## src/rtl/shift_rows_pipe.sv

```systemverilog
// Pipelined Rijndael ShiftRows / InvShiftRows stage with valid/ready flow control.
// The byte permutation is combinational ahead of stage 0; later stages are plain registers.
module shift_rows_pipe #(
  parameter int unsigned NB          = 4,
  parameter int unsigned PIPE        = 1,
  parameter bit          SUPPORT_INV = 1'b1
) (
  input  logic              clk,
  input  logic              rst_n,
  input  logic              flush,
  input  logic              in_valid,
  output logic              in_ready,
  input  logic              in_inv,
  input  logic [32*NB-1:0]  in_data,
  output logic              out_valid,
  input  logic              out_ready,
  output logic              out_inv,
  output logic [32*NB-1:0]  out_data,
  output logic              busy
);

  localparam int unsigned W = 32 * NB;

  // Reject unsupported geometries at elaboration time.
  if (!(NB == 4 || NB == 6 || NB == 8)) begin : g_bad_nb
    $error("shift_rows_pipe: NB must be 4, 6 or 8");
  end
  if (PIPE < 1 || PIPE > 4) begin : g_bad_pipe
    $error("shift_rows_pipe: PIPE must be in 1..4");
  end

  logic [W-1:0]    w_fwd;
  logic [W-1:0]    w_perm;
  logic            w_inv_bit;
  logic            w_accept;
  logic [PIPE-1:0] w_adv;

  logic [PIPE-1:0] r_vld;
  logic [PIPE-1:0] r_inv;
  logic [W-1:0]    r_data [PIPE];

  // Forward row rotation: out[r][c] = in[r][(c + sh(r)) mod NB].
  for (genvar r = 0; r < 4; r++) begin : g_row
    localparam int SH = (NB == 8 && r >= 2) ? r + 1 : r;
    for (genvar c = 0; c < int'(NB); c++) begin : g_col
      localparam int FC = (c + SH) % int'(NB);
      assign w_fwd[W-1-8*(r+4*c) -: 8] = in_data[W-1-8*(r+4*FC) -: 8];
    end
  end

  // Optional inverse rotation and per-beat direction select.
  if (SUPPORT_INV) begin : g_inv
    logic [W-1:0] w_inv;
    for (genvar r = 0; r < 4; r++) begin : g_row
      localparam int SH = (NB == 8 && r >= 2) ? r + 1 : r;
      for (genvar c = 0; c < int'(NB); c++) begin : g_col
        localparam int IC = (c + int'(NB) - SH) % int'(NB);
        assign w_inv[W-1-8*(r+4*c) -: 8] = in_data[W-1-8*(r+4*IC) -: 8];
      end
    end
    assign w_perm    = in_inv ? w_inv : w_fwd;
    assign w_inv_bit = in_inv;
  end else begin : g_no_inv
    logic w_unused_inv;
    assign w_unused_inv = in_inv;
    assign w_perm       = w_fwd;
    assign w_inv_bit    = 1'b0;
  end

  // Stage k may advance when it is empty or every stage downstream of it can move.
  for (genvar k = 0; k < int'(PIPE); k++) begin : g_adv
    assign w_adv[k] = out_ready | ~(&r_vld[PIPE-1:k]);
  end

  assign in_ready = w_adv[0] & ~flush & rst_n;
  assign w_accept = in_valid & in_ready;

  // Stage registers: valids move on advance, payload only when a valid beat moves in.
  always_ff @(posedge clk or negedge rst_n) begin
    if (!rst_n) begin
      r_vld <= '0;
      r_inv <= '0;
      for (int unsigned k = 0; k < PIPE; k++) begin
        r_data[k] <= '0;
      end
    end else begin
      if (flush) begin
        r_vld <= '0;
      end else begin
        if (w_adv[0]) begin
          r_vld[0] <= in_valid;
        end
        for (int unsigned k = 1; k < PIPE; k++) begin
          if (w_adv[k]) begin
            r_vld[k] <= r_vld[k-1];
          end
        end
      end
      if (w_accept) begin
        r_inv[0]  <= w_inv_bit;
        r_data[0] <= w_perm;
      end
      for (int unsigned k = 1; k < PIPE; k++) begin
        if (w_adv[k] && r_vld[k-1]) begin
          r_inv[k]  <= r_inv[k-1];
          r_data[k] <= r_data[k-1];
        end
      end
    end
  end

  assign out_valid = r_vld[PIPE-1];
  assign out_inv   = r_inv[PIPE-1];
  assign out_data  = r_data[PIPE-1];
  assign busy      = |r_vld;

endmodule

```

## config.mk

```make
export PLATFORM = sky130hd
export DESIGN_NAME = shift_rows_pipe
export DESIGN_NICKNAME = d
export VERILOG_FILES = /design/src/rtl/shift_rows_pipe.sv
export SDC_FILE = /design/constraint.sdc
export NUM_CORES = 1
export LEC_CHECK = 0
export CAP_MARGIN = 20
export CORE_MARGIN = 2
export CORE_UTILIZATION = 37
export DETAILED_ROUTE_END_ITERATION = 16
export PLACE_DENSITY_LB_ADDON = 0.12
export SLEW_MARGIN = 20
export SYNTH_ARGS = -nofsm -noshare
export SYNTH_HDL_FRONTEND = slang
export SYNTH_SLANG_ARGS = --single-unit
```

## constraint.sdc

```tcl
create_clock -name clk -period 1.6 [get_ports clk]
set_clock_uncertainty 0.15 [all_clocks]
set_input_delay 0.16 -clock clk [delete_from_list [all_inputs] [get_ports clk]]
set_output_delay 0.16 -clock clk [all_outputs]
set_load 0.005 [all_outputs]
```

## After elaboration in Yosys (flattened, before gate mapping)

Index checks and enable logic that the tools add are counted.

| word-level totals | value |
|---|---|
| bits in writable memories | 0 |
| flip-flop bits (word level) | 130 |
| memories kept | 0 |
| ROM bits | 0 |
| latch bits | 0 |
| output and inout bits | 132 |

| cells by class | value |
|---|---|
| shifts and indexed selects | 0 |
| $mul | 0 |
| muxes and demuxes | 3 |
| reductions and logical operators | 1 |
| divide/modulo/power cells | 0 |
| add/subtract/negate cells | 0 |
| bitwise gates (word level) | 6 |
| equality and inequality tests | 0 |
| $lt $le $gt $ge | 0 |

Operators by type and width:

| cell | number |
|---|---|
| 2-to-1 mux 120 bit | 1 |
| AND 1 bit | 3 |
| 2-to-1 mux 1 bit | 2 |
| inverter 1 bit | 2 |
| nonzero test 2 bit | 1 |
| OR 1 bit | 1 |

## Depth between registers and ports, before layout

| logic depth | value |
|---|---|
| word-level depth | 5 |
| gate-level depth with buffers | 5 |

## Worst setup path before layout

No wires, ideal clock.

| timing path | value |
|---|---|
| path kind | register to register |
| start point | register r_vld, in the netlist busy |
| end point | register r_data, in the netlist out_data[88] |
| arrival | 1.328 ns |
| cell stages (with the launch flop) | 6 |
| setup slack | -0.002 ns |
| period minus slack after synthesis | 1.602 ns |
| library setup time | 0.125 ns |
| cell sequence | dfrtp_1 > nor2b_4 > nand4bb_4 > buf_6 > clkbuf_8 > mux2_2 |

| on the way | value |
|---|---|
| cells in the longest elaborated chain, start to end | 5 |

Ends and longest elaborated chain:

| item | line | text |
|---|---|---|
| start, declared | 38 | `logic [PIPE-1:0] r_vld;` |
| start signal, assigned by index | 95 | `r_vld[k] <= r_vld[k-1];` |
| inverter 1 bit | 72 | `assign w_adv[k] = out_ready \| ~(&r_vld[PIPE-1:k]);` |
| OR 1 bit | 72 |  |
| AND 1 bit (2 in a row) | 75 | `assign in_ready = w_adv[0] & ~flush & rst_n;` |
| AND 1 bit | 76 | `assign w_accept = in_valid & in_ready;` |
| end signal, assigned by index | 106 | `r_data[k] <= r_data[k-1];` |
| end, declared | 40 | `logic [W-1:0] r_data [PIPE];` |

No other way between the ends.
A chain may end at the register's enable or synchronous reset.

## Final worst setup path

| timing path | value |
|---|---|
| start point | register r_vld, in the netlist busy |
| end point | register r_data, in the netlist out_data[94] |

Same word-level chain as after synthesis.

==> qor.csv <==
stage,metric,value,unit
status,status,"finished, violations left",
status,failing checks,setup timing,
worst_hold_path,hold path depth,3,
die,I/O pin count,266,
synthesis,Commonest cells post-synth,"mux2_2, dfrtp_1, buf_6",
critical_path,critical path class,reg -> reg,
clock_network,Max Root-Sink Buffers,2,
final_layout,register area,0.00325,mm2
final_layout,FILL cells,1202,
synthesis,net count of the mapped netlist,484,
placement,number of port buffers,265,
die,DIE WIDTH,128,um
global_route,vias in the first global route,4331,
die,die height,128,um
power,power share of the sequential group,0.400,
worst_hold_path,Worst Hold Path EP,out_inv$_DFFE_PN0P_,
die,Initial Utilization,0.376,
clock_network,clock sinks,130,
critical_path,Register-to-Register Setup Slack,-0.05,ns
synthesis,syn avg cell area,16.2,um2
timing,Slew headroom,0.609,
critical_path,CP Depth,4,
run,Max Cap Viol,0,
clock_network,Clock transition at path regs,0.06,ns
final_layout,Final #Nets,762,
placement,cell area after placement,0.00853,mm2
timing,post-route setup slack,-0.0497,ns
placement,GP Congestion,0.742,
power,clock network fraction of design power,0.347,
synthesis,Synth Cell Area,0.00568,mm2
clock_network,H-tree levels,4,
synthesis,share of the yosys chip area belonging to registers,0.573,
global_route,initial antenna violation count,0,
timing,Final Max Tran Viols,0,
critical_path,WP buf/inv,1,
placement,hpwl dp,10200,um
power,Power Density,1170,mW/mm2
critical_path,Critical Path RT,1.74,ns
final_layout,share of layout cells above drive strength 1,0.381,
clock_network,CTS tree,built,
route,DRT antenna net count,0,
synthesis,ys flop type,dfrtp_1,
route,Vias/cell,4.77,
clock_network,TritonCTS Buffers,17,
route,DR pass1 iterations,4,
critical_path,critical path launch point type,register,
timing,fmax,606,MHz
synthesis,top-count cell post-synth,mux2_2,
critical_path,CP top delay family,simple AND/OR/NAND/NOR gates,
synthesis,most area-hungry cell type in the Yosys netlist,dfrtp_1,
global_route,largest net degree at the start of global routing,126,
timing,Tmin final,1.65,ns
final_layout,# diodes,0,
timing,Worst Max-Slew Pin Slew,0.585,ns
route,Initial DRC Count,70,
placement,Post-Place Cells,792,
synthesis,Cells after Synth,350,
critical_path,Reg-to-Reg End,out_data[94]$_DFFE_PN0P_,
final_layout,final std cells w/o fill,829,
clock_network,Root Buffer,clkbuf_16,
timing,Final Hold Vio Count,0,
die,Die ar.,0.0164,mm2
worst_hold_path,min-delay src,in_inv,
critical_path,crit path DAT,1.79,ns
final_layout,Area Growth Syn to Fin,63.2,%
critical_path,R2R depth,4,
final_layout,area of the multi-input gates,0.00223,mm2
synthesis,ranking of synthesized cells by area,"dfrtp_1, mux2_2, buf_6",
global_route,first-pass GRT wire length,22700,um
synthesis,post-synthesis async set-or-reset flop share,1.00,
synthesis,synthesis warning total,0,
timing,Final Setup Violations,101,
final_layout,final instance area,0.00927,mm2
power,total power,0.0108,W
power,Power Internal,0.00828,W
synthesis,#FFs+latches synth,130,
critical_path,CP Cell Sequence,"nor2b_4, nand4bb_4, buf_12, mux2_2",
synthesis,Yosys top cell area share,0.573,
power,Leakage,4.55,nW
power,VDD IR max,0.666,mV
global_route,Tot GR Track Use,0.180,
power,combinational fraction of design power,0.253,
critical_path,R2R Path Start,busy$_DFFE_PN0P_,
power,Sw Share,0.236,
power,P_sw,0.00257,W
critical_path,CP startpoint,busy$_DFFE_PN0P_,
global_route,grt ovf,0,
die,core area,0.0151,mm2
route,final wirelength,14600,um
timing,crit share post-route,1.03,
route,drc violations,0,
synthesis,number of synthesized flops with an enable pin,0,
route,average wire per standard cell,17.6,um
die,number of core rows,45,
route,DR vias,3954,
critical_path,critical path capture point type,register,
critical_path,max incr delay on CP,0.37,ns
clock_network,worst-skew pair later-pin latency,0.40,ns
worst_hold_path,worst hold path type,in -> reg,
critical_path,Crit-path slowest cell,dfrtp_1,
timing,unrepaired setup endpoints after global routing,yes,
synthesis,"Distinct cells, synth",11,
critical_path,critical path peak fanout,35,
==> registers in the layout, summed over array words and instances (netlist names) <==
register,flops
out_inv,1
out_data,128
busy,1
==> cells in the final DEF (no fill, tap or decap) <==
cell | Yosys | routed
nor2_1 | 2 | 2
buf_8 | 0 | 1
nor2b_4 | 1 | 1
dlygate4sd2_1 | 0 | 50
bufinv_16 | 0 | 2
dlymetal6s2s_1 | 0 | 66
clkinvlp_4 | 0 | 2
nand4bb_4 | 1 | 1
clkdlybuf4s50_1 | 0 | 146
mux2_2 | 193 | 192
nor3b_1 | 1 | 1
clkinv_2 | 0 | 7
clkbuf_8 | 1 | 3
clkbuf_2 | 0 | 1
buf_12 | 0 | 6
dfrtp_1 | 130 | 130
clkbuf_1 | 1 | 1
clkbuf_16 | 0 | 18
dlygate4sd3_1 | 0 | 1
mux2_4 | 0 | 1
buf_4 | 1 | 8
buf_2 | 7 | 1
==> cell type report <==
type,instances,share of cell area
flip-flops and latches,130,0.351
repair buffers,281,0.320
multi-input cells,198,0.241
clock buffers,21,0.0508
well taps,188,0.0254
clock inverters,11,0.0119
==> worst min-delay path: stages <==
cell    delay (ns)
buf_2         0.14
buf_12        0.21
mux2_2        0.17
==> power by group through the flow <==
stage / Clock, W / Combinational [W] / Sequential, W
6_report: 0.00376 / 0.00275 / 0.00434
3_3_place_gp: 0 / 0.00300 / 0.00438
4_1_cts: 0.00388 / 0.00287 / 0.00436
3_5_place_dp: 0 / 0.00305 / 0.00442
5_1_grt: 0.00405 / 0.00297 / 0.00444
2_1_floorplan: 0 / 0.000890 / 0.00446
==> routing by layer <==
metal / share of wire / up-vias / track usage
met5: 0 / - / 0
met4: 0.024 / 0 / 0.0711
met3: 0.096 / 23 / 0.0785
met2: 0.51 / 171 / 0.308
met1: 0.37 / 1947 / 0.197
li1: - / 1813 / -
==> worst max-delay path by stage <==
stage	end	slack, ns
finish	out_data[94]$_DFFE_PN0P_	-0.05
global route	out_data[43]$_DFFE_PN0P_	-0.11
CTS	out_data[94]$_DFFE_PN0P_	-0.06
floorplan	out_data[88]$_DFFE_PN0P_	0.03
detailed placement	out_data[33]$_DFFE_PN0P_	-0.30
global placement	out_data[93]$_DFFE_PN0P_	-0.28
==> repair_timing <==
item / in CTS / in global routing
gates resized for setup: 52 / 72
hold buffers: 1 / 0
setup buffers: 0 / 3
cloned: 0 / 1
hold endpoints to repair: 130 / 0
setup endpoints to repair: 180 / 314
==> logic make-up after synthesis <==
| family | count (synthesis) | share of synthesized area |
|---|---|---|
| AND/OR/NAND/NOR | 5 | 0.00992 |
| multiplexers | 193 | 0.383 |
| flip-flops | 130 | 0.573 |
| buffers and inverters | 22 | 0.0344 |
==> per-stage QoR <==
| stage | hold slack, ns | setup TNS (ns) | worst slack [ns] | util |
|---|---|---|---|---|
| global placement | -0.137 | -33.88 | -0.281 | 0.566 |
| detailed placement | -0.135 | -35.22 | -0.304 | 0.566 |
| finish | 0.160 | -2.81 | -0.0497 | 0.614 |
| global route | 0.172 | -9.49 | -0.108 | 0.614 |
| CTS | 0.150 | -4.83 | -0.0636 | 0.600 |
| floorplan | -0.286 | 0 | 0.0271 | - |
Note: power is estimated with default switching activity, not from simulation.
